## src/rtl/digit_entry_pkg.sv

```systemverilog
// digit_entry_pkg: shared calculator constants, cursor encoding and BCD step helper.
package digit_entry_pkg;
    localparam int NUM_DIGITS = 4;
    localparam logic [3:0] DIGIT_MAX = 4'd9;
    localparam int DEBOUNCE_DEFAULT = 1000000;

    typedef enum logic [1:0] {
        SEL_C1 = 2'd0,
        SEL_C2 = 2'd1,
        SEL_C3 = 2'd2,
        SEL_C4 = 2'd3
    } sel_t;

    function automatic logic [3:0] digit_step(input logic [3:0] d, input logic up);
        if (up)
            return (d == DIGIT_MAX) ? 4'd0 : d + 4'd1;
        return (d == 4'd0) ? DIGIT_MAX : d - 4'd1;
    endfunction
endpackage

```

## src/rtl/btn_debounce.sv

```systemverilog
// btn_debounce: 2-flop synchronizer, stable-level debouncer and registered rising-edge pulse.
module btn_debounce
    import digit_entry_pkg::*;
#(
    parameter int DEBOUNCE_CYCLES = DEBOUNCE_DEFAULT
) (
    input  logic clk,
    input  logic rst,
    input  logic btn,
    output logic press
);
    localparam int CW = (DEBOUNCE_CYCLES > 2) ? $clog2(DEBOUNCE_CYCLES) : 1;
    localparam logic [CW-1:0] CNT_LAST = CW'(DEBOUNCE_CYCLES - 1);

    logic [1:0]    r_sync;
    logic [CW-1:0] r_cnt;
    logic          r_db;
    logic          r_db_q;
    logic          r_press;
    logic          w_mismatch;

    assign w_mismatch = r_sync[1] ^ r_db;
    assign press      = r_press;

    // Pulse is registered so press latency is fixed at sync + debounce + 2.
    always_ff @(posedge clk or posedge rst) begin
        if (rst) begin
            r_sync  <= '0;
            r_cnt   <= '0;
            r_db    <= 1'b0;
            r_db_q  <= 1'b0;
            r_press <= 1'b0;
        end else begin
            r_sync  <= {r_sync[0], btn};
            r_db_q  <= r_db;
            r_press <= r_db & ~r_db_q;
            if (!w_mismatch)
                r_cnt <= '0;
            else if (r_cnt == CNT_LAST) begin
                r_db  <= r_sync[1];
                r_cnt <= '0;
            end else
                r_cnt <= r_cnt + CW'(1);
        end
    end
endmodule

```

## src/rtl/digit_entry.sv

```systemverilog
// digit_entry: button-driven four-digit BCD entry with cursor; center clears, up/down step, left/right move.
module digit_entry
    import digit_entry_pkg::*;
#(
    parameter int DEBOUNCE_CYCLES = DEBOUNCE_DEFAULT
) (
    input  logic       clk,
    input  logic       rst,
    input  logic       btn_up,
    input  logic       btn_down,
    input  logic       btn_left,
    input  logic       btn_right,
    input  logic       btn_center,
    output logic [3:0] c1,
    output logic [3:0] c2,
    output logic [3:0] c3,
    output logic [3:0] c4,
    output logic [1:0] sel
);
    logic [4:0] w_raw;
    logic [4:0] w_press;
    logic [3:0] r_dig [NUM_DIGITS];
    logic [3:0] w_dig [NUM_DIGITS];
    sel_t       r_sel;
    sel_t       w_sel;

    assign w_raw = {btn_center, btn_right, btn_left, btn_down, btn_up};

    for (genvar i = 0; i < 5; i++) begin : g_btn
        btn_debounce #(.DEBOUNCE_CYCLES(DEBOUNCE_CYCLES)) u_db (
            .clk  (clk),
            .rst  (rst),
            .btn  (w_raw[i]),
            .press(w_press[i])
        );
    end

    // Digit update indexes with the old cursor, so a same-cycle move never redirects it.
    always_comb begin
        w_dig = r_dig;
        w_sel = r_sel;
        if (w_press[4]) begin
            w_dig = '{default: 4'd0};
            w_sel = SEL_C1;
        end else begin
            if (w_press[0] ^ w_press[1])
                w_dig[r_sel] = digit_step(r_dig[r_sel], w_press[0]);
            if (w_press[2] ^ w_press[3])
                w_sel = w_press[2] ? sel_t'(r_sel - 2'd1) : sel_t'(r_sel + 2'd1);
        end
    end

    always_ff @(posedge clk or posedge rst) begin
        if (rst) begin
            r_dig <= '{default: 4'd0};
            r_sel <= SEL_C1;
        end else begin
            r_dig <= w_dig;
            r_sel <= w_sel;
        end
    end

    assign c1  = r_dig[0];
    assign c2  = r_dig[1];
    assign c3  = r_dig[2];
    assign c4  = r_dig[3];
    assign sel = r_sel;
endmodule

```

## config.mk

```make
export PLATFORM = sky130hd
export DESIGN_NAME = digit_entry
export DESIGN_NICKNAME = d
export VERILOG_FILES = /design/src/rtl/digit_entry_pkg.sv /design/src/rtl/btn_debounce.sv /design/src/rtl/digit_entry.sv
export SDC_FILE = /design/constraint.sdc
export NUM_CORES = 1
export LEC_CHECK = 0
export CORE_MARGIN = 5
export CORE_UTILIZATION = 48
export CTS_BUF_LIST = sky130_fd_sc_hd__clkbuf_8
export DETAILED_ROUTE_END_ITERATION = 10
export GPL_TIMING_DRIVEN = 0
export PLACE_DENSITY = 0.73
export REMOVE_ABC_BUFFERS = 1
export SLEW_MARGIN = 30
export SYNTH_ARGS = -nofsm -noshare
export SYNTH_HDL_FRONTEND = slang
export SYNTH_HIERARCHICAL = 1
export SYNTH_SLANG_ARGS = --single-unit
```

## constraint.sdc

```tcl
create_clock -name clk -period 4.4 [get_ports clk]
set_input_delay 0.88 -clock clk [delete_from_list [all_inputs] [get_ports clk]]
set_output_delay 0.88 -clock clk [all_outputs]
set_load 0.01 [all_outputs]
```

# [Yosys cells after proc, flatten, opt, wreduce, memory -nomap -nowiden]
# Cells that the tools add are included.
[totals] reg_bits=143 inputBits=7 output_inout_bits=18 elab_cells=104
[classes] add_sub_neg=9 order_cmp=2 n_eq_ne=6 n_mux=30 bitwise_logic=18 reduce_logical=9
[op_table] cell="$mux W20" n=10
[op_table] cell="$add A20 B1 Y20 const B" n=5
[op_table] cell="$eq A20 B20 Y1 const B" n=5
[op_table] cell="$mux W4" n=9
[op_table] cell="$mux W16" n=2
[op_table] cell="$bwmux W16" n=1
[op_table] cell="$reduce_and A2 Y1" n=5
[op_table] cell="$bmux W4 S2" n=1
[op_table] cell="$demux W4 S2" n=1
[op_table] cell="$xor A1 B1 Y1" n=7
[op_table] cell="$mux W2" n=3
[op_table] cell="$and A1 B1 Y1" n=5
[op_table] cell="$not A1 Y1" n=5
[op_table] cell="$add A4 B1 Y4 const B" n=1
[op_table] cell="$eq A4 B4 Y1 const B" n=1
[op_table] cell="$logic_not A4 Y1" n=1
[op_table] cell="$reduce_bool A2 Y1" n=2
[op_table] cell="$sub A4 B1 Y4 const B" n=1
[op_table] cell="$ge A3 B3 Y1 const B" n=1
[op_table] cell="$lt A3 B1 Y1 const B" n=1
[op_table] cell="$mux W1" n=3
[op_table] cell="$not A2 Y3" n=1
[op_table] cell="$add A2 B1 Y2 const B" n=1
[op_table] cell="$sub A2 B1 Y2 const B" n=1
[op_table] cell="$logic_and A1 B1 Y1" n=1

# [Depth between registers and ports, before layout]
[depth] word_depth=13 depth_mapped=9 ltp_nobuf=8

# [Hierarchy]
# Netlist, hierarchy kept.
[modules_own_cells] module="btn_debounce" n_inst=5 cells_each=114 area_per_inst_um2=1168.6 seq_area_each_um2=625.6
[modules_own_cells] module="digit_entry" n_inst=1 cells_each=116 area_per_inst_um2=1167.4 seq_area_each_um2=450.4

# [Worst setup path before layout]
# OpenSTA, ideal clock, no wires.
[synth_timing] path_type="reg2reg" start="reg r_sel[0], in the netlist sel[0]" end="reg r_dig, in the netlist c3[0]" setup_ns=0.079 arrival_time_ns=2.134 t_required_ns=4.321 setup_slack_ns=2.187 path_stages_with_launch=10 n_path_buf=1 period_less_slack_ns=2.213 path_cell_list="dfrtp_1 -> buf_6 -> mux4_2 -> inv_1 -> ha_1 -> inv_1 -> o31a_1 -> o22ai_2 -> nand3_1 -> a21oi_1"
[synth_via] elab_chain_cells=13 word_cells_on_any_way=22 cone_classes="2 x add/sub; 2 x order compare; 1 x eq/ne; 14 x mux; 1 x bitwise; 2 x reduce/logical"
[synth_lines] element="from (decl)" line="digit_entry.sv:24" rtl="sel_t r_sel;"
[synth_lines] element="from (signal assigned)" line="digit_entry.sv:59" rtl="r_sel <= w_sel;"
[synth_lines] element="$not A2 Y3 (not written as such) (*)" line="digit_entry.sv:47" rtl="w_dig[r_sel] = digit_step(r_dig[r_sel], w_press[0]);"
[synth_lines] element="$bmux W4 S2" line="digit_entry.sv:47"
[synth_lines] element="$mux W4 (not written as such) (2 in series)" line="digit_entry.sv:47"
[synth_lines] element="$add A4 B1 Y4 or $eq A4 B4 Y1 (tied branches)" line="digit_entry_pkg.sv:16" rtl="return (d == DIGIT_MAX) ? 4'd0 : d + 4'd1;"
[synth_lines] element="$mux W4" line="digit_entry_pkg.sv:16"
[synth_lines] element="$mux W4" line="digit_entry_pkg.sv:15" rtl="if (up)"
[synth_lines] element="$mux W4" line="digit_entry_pkg.sv:17" rtl="return (d == 4'd0) ? DIGIT_MAX : d - 4'd1;"
[synth_lines] element="$mux W4" line="digit_entry.sv:46" rtl="if (w_press[0] ^ w_press[1])"
[synth_lines] element="$mux W4" line="digit_entry.sv:42" rtl="if (w_press[4]) begin"
[synth_lines] element="$bwmux W16 (*)" line="digit_entry.sv:47"
[synth_lines] element="$mux W16 (*)" line="digit_entry.sv:46"
[synth_lines] element="$mux W16 (*)" line="digit_entry.sv:42"
[synth_lines] element="to (signal assigned)" line="digit_entry.sv:58" rtl="r_dig <= w_dig;"
[synth_lines] element="to (decl)" line="digit_entry.sv:22" rtl="logic [3:0] r_dig [NUM_DIGITS];"
# Every way passes the cells marked *; elsewhere a longest branch is shown, timed or not. The select of a mux whose other input is x is not followed.
# A chain may end at the register's enable or synchronous reset.

# [Worst setup path in the final report]
# Same ends and word-level chain as after synthesis.

==> out/qor.txt <==
Initial DRC count = 345
Status = finished, final reports clean
Antenna violations before repair = 0
Slew of the pin with the lowest slew margin = 0.757 ns
Sink Count = 143
Post-CTS setup repair buffer count = 0
Worst Path Arrival = 3.12 ns
Setup TNS = 0 ns
Int Pwr = 0.00206 W
Logic pwr share = 2.7%
Final setup fails = 0
PwrDens = 332 nW/um^2
Post-cts sizing count = 0
DR vias/cell = 5.52
Switching power total = 0.000527 W
Final min period = 2.75 ns
Starting Density = 48.6%
Hold Crit Class = flip-flop to flip-flop
Die height = 131 microns
Cells after synthesis = 686
Required @ worst endpoint = 4.76 ns
Slew Limit Fails = 0
Setup crit end kind = flip-flop
Critical path class = flip-flop to flip-flop
Warnings from Yosys = 6
Num rows = 44
Leak = 3.15 nW
Switching share of total power = 20.3%
Total die area = 17100 sq um
IO buf count = 24
Async SR Flop Fraction = 100%
Number of synthesized flops with an enable pin = 0
Remaining DRCs = 0
Root Buffer = clkbuf_8
Layout cells sized above 1 = 10.8%
Longest Clk Path Bufs = 2
Synth cell types = 48
Num ports = 25
Mapped Area = 7010 sq um
Global-route wire length before repair = 22000 microns
Register bit total from synthesis = 143
CTS tree = done
Final hold violations = 0
Routed wire per std cell = 14.2 microns
Clock transition at path regs = 0.07 ns
Primary FF master, synth = dfrtp_1
Layout area overhead = 11.5%
Clock share of power = 45.5%
Layout Nets = 726
Post-route ant nets = 0
DP HPWL = 8820 microns
Max-Slew Margin vs Limit = 49.6%
Crit-path most repeated cell = inv_1
CP max FO = 12
Total number of vias = 5006
MaxCap Viol Count = 0
Worst IR Drop VDD = 0.172 mV
Syn avg cell area = 10.2 sq um
Register share of total power = 51.8%
Vias in the first global route = 4871
Gpl congestion = 0.869
FMAX = 363 MHz
Clock Latency Late Sink = 0.45 ns
Antenna Cells = 0
Hold WS = 0.351 ns
Crit-path cells = mux4_1 -> inv_1 -> ha_1 -> inv_1 -> o31a_1 -> o22ai_2 -> nand3_1 -> a21oi_1
Drt total wl = 12800 microns
RSZ-0062 raised after global routing = false
1st-pass router iterations = 4
DIE WIDTH = 131 microns
Cts bufs inserted = 17
H-tree Lvls = 4
Max incr delay on CP = 0.79 ns
Sequential fraction of the synthesis area = 51.0%
Placeable Area = 14400 sq um
Filler instances = 1183
Largest net degree at the start of global routing = 26
Final Power = 0.00259 W
Clk_skew = 0.00782 ns
CP max-delay cell = mux4_1
CTS Hold Bufs = 0
Grt ovf = 0
Element type at the critical path start = flip-flop
All-Layer GR Usage = 16.0%
Final Cycle Share = 62.5%
-- cell usage after synthesis, drive strengths merged, types with 8 or more instances --
cell | number | area [sq um]
nand2 | 22 | 82.6
nor3 | 26 | 135
buf | 9 | 95.1
clkbuf | 9 | 33.8
or4 | 15 | 131
xor2 | 18 | 158
ha | 8 | 100
nor4 | 25 | 156
a21oi | 16 | 83.8
dfrtp | 143 | 3580
nand4 | 25 | 156
o21ai | 13 | 121
xnor2 | 66 | 578
inv | 47 | 176
nor2 | 128 | 480
nand3 | 33 | 165
-- stage by stage --
step / instance area, sq um / utilization (%) / instances / setup WS (ns)
after floorplan: 6880 / - / 668 / 1.99
after global routing: 7810 / 54.2 / 907 / 1.48
after CTS: 7810 / 54.2 / 907 / 1.63
final: 7810 / 54.2 / 907 / 1.65
after detailed placement: 7350 / 51.0 / 876 / 1.66
after global placement: 7350 / 51.0 / 876 / 1.77
-- cells by family after synthesis --
| group | share of synthesized area (%) |
|---|---|
| flops | 51.0 |
| buf+inv | 4.35 |
| compound gates | 6.21 |
| xor+xnor | 10.5 |
| mux | 2.93 |
| fa+ha+maj | 1.43 |
| simple gates | 23.5 |
-- sequential cells by signal (all words and copies together), names as in the netlist --
name / flops
sel: 2
g_btn.u_db/r_cnt: 100
c1: 4
g_btn.u_db/r_db_q: 5
c4: 4
c2: 4
g_btn.u_db/press: 5
g_btn.u_db/r_sync: 10
g_btn.u_db/r_db: 5
c3: 4
-- worst paths after layout --
check | from | endpoint | slack, ns | depth (start not counted)
min in group asynchronous | rst | g_btn[0].u_db/r_cnt[2] | 1.12 | 2
worst min register to register | g_btn[1].u_db/r_sync[0] | g_btn[1].u_db/r_sync[1] | 0.35 | 0
max in group asynchronous | rst | c4[1] | 2.77 | 2
worst max register to register | sel[0] | c3[0] | 1.65 | 8
worst max-delay path | sel[0] | c3[0] | 1.65 | 8
worst min-delay path | g_btn[1].u_db/r_sync[0] | g_btn[1].u_db/r_sync[1] | 0.35 | 0
-- power groups by stage --
stage | Clock, W | Combinational, W | Sequential (W)
finish | 0.00118 | 0.0000701 | 0.00134
global route | 0.00126 | 0.0000829 | 0.00134
CTS | 0.00121 | 0.0000726 | 0.00134
detailed placement | 0 | 0.0000721 | 0.00137
global placement | 0 | 0.0000677 | 0.00137
floorplan | 0 | 0.0000508 | 0.00136
-- worst max-delay path, delay by kind of cell, from the launching register on --
family          cells  cell delay, ns
mux                 1            0.79
compound gates      3            0.72
buf+inv             2            0.19
simple gates        1            0.11
fa+ha+maj           1            0.21
flops               1            0.64
-- layer usage --
| metal | GRT usage, % | wire [microns] | vias to the layer above |
|---|---|---|---|
| li1 | - | - | 2412 |
| met1 | 20.6 | 5890 | 2455 |
| met2 | 25.5 | 6150 | 112 |
| met3 | 3.98 | 545 | 27 |
| met4 | 7.44 | 256 | 0 |
| met5 | 0 | 0 | - |
-- final cells by class --
cell class                      instances  area [sq um]  share of cell area [%]
Clock inverter                          7           131                    1.68
Clock buffer                           24           330                    4.23
Tap cell                              184           230                    2.95
Inverter                               47           176                    2.26
Sequential cell                       143          3580                    45.8
Timing Repair Buffer                   24           240                    3.07
Multi-Input combinational cell        478          3130                    40.0
-- layout by cell type, fill, tap and decap left out, types with 3 or more instances in the layout --
cell type / n
a21oi_1: 15
mux4_2: 3
nand3b_1: 7
clkbuf_8: 24
nor3b_1: 5
bufinv_16: 4
ha_1: 8
dfrtp_1: 143
xnor2_1: 66
nor4_1: 25
a31o_2: 5
o21ai_0: 6
nor2_1: 128
nor3_1: 25
or4b_1: 5
nand4_1: 25
xor2_1: 18
inv_2: 5
and3_1: 7
or4_1: 10
nand2_1: 22
or3_1: 6
o31ai_2: 3
or4_4: 5
o221a_2: 5
mux2i_1: 4
clkdlybuf4s50_1: 24
nor2b_1: 7
nand3_1: 33
inv_1: 45
o21ai_4: 5
a211oi_1: 3
or2_2: 5
mux2_2: 5
Power figures use the tool's default switching activity.
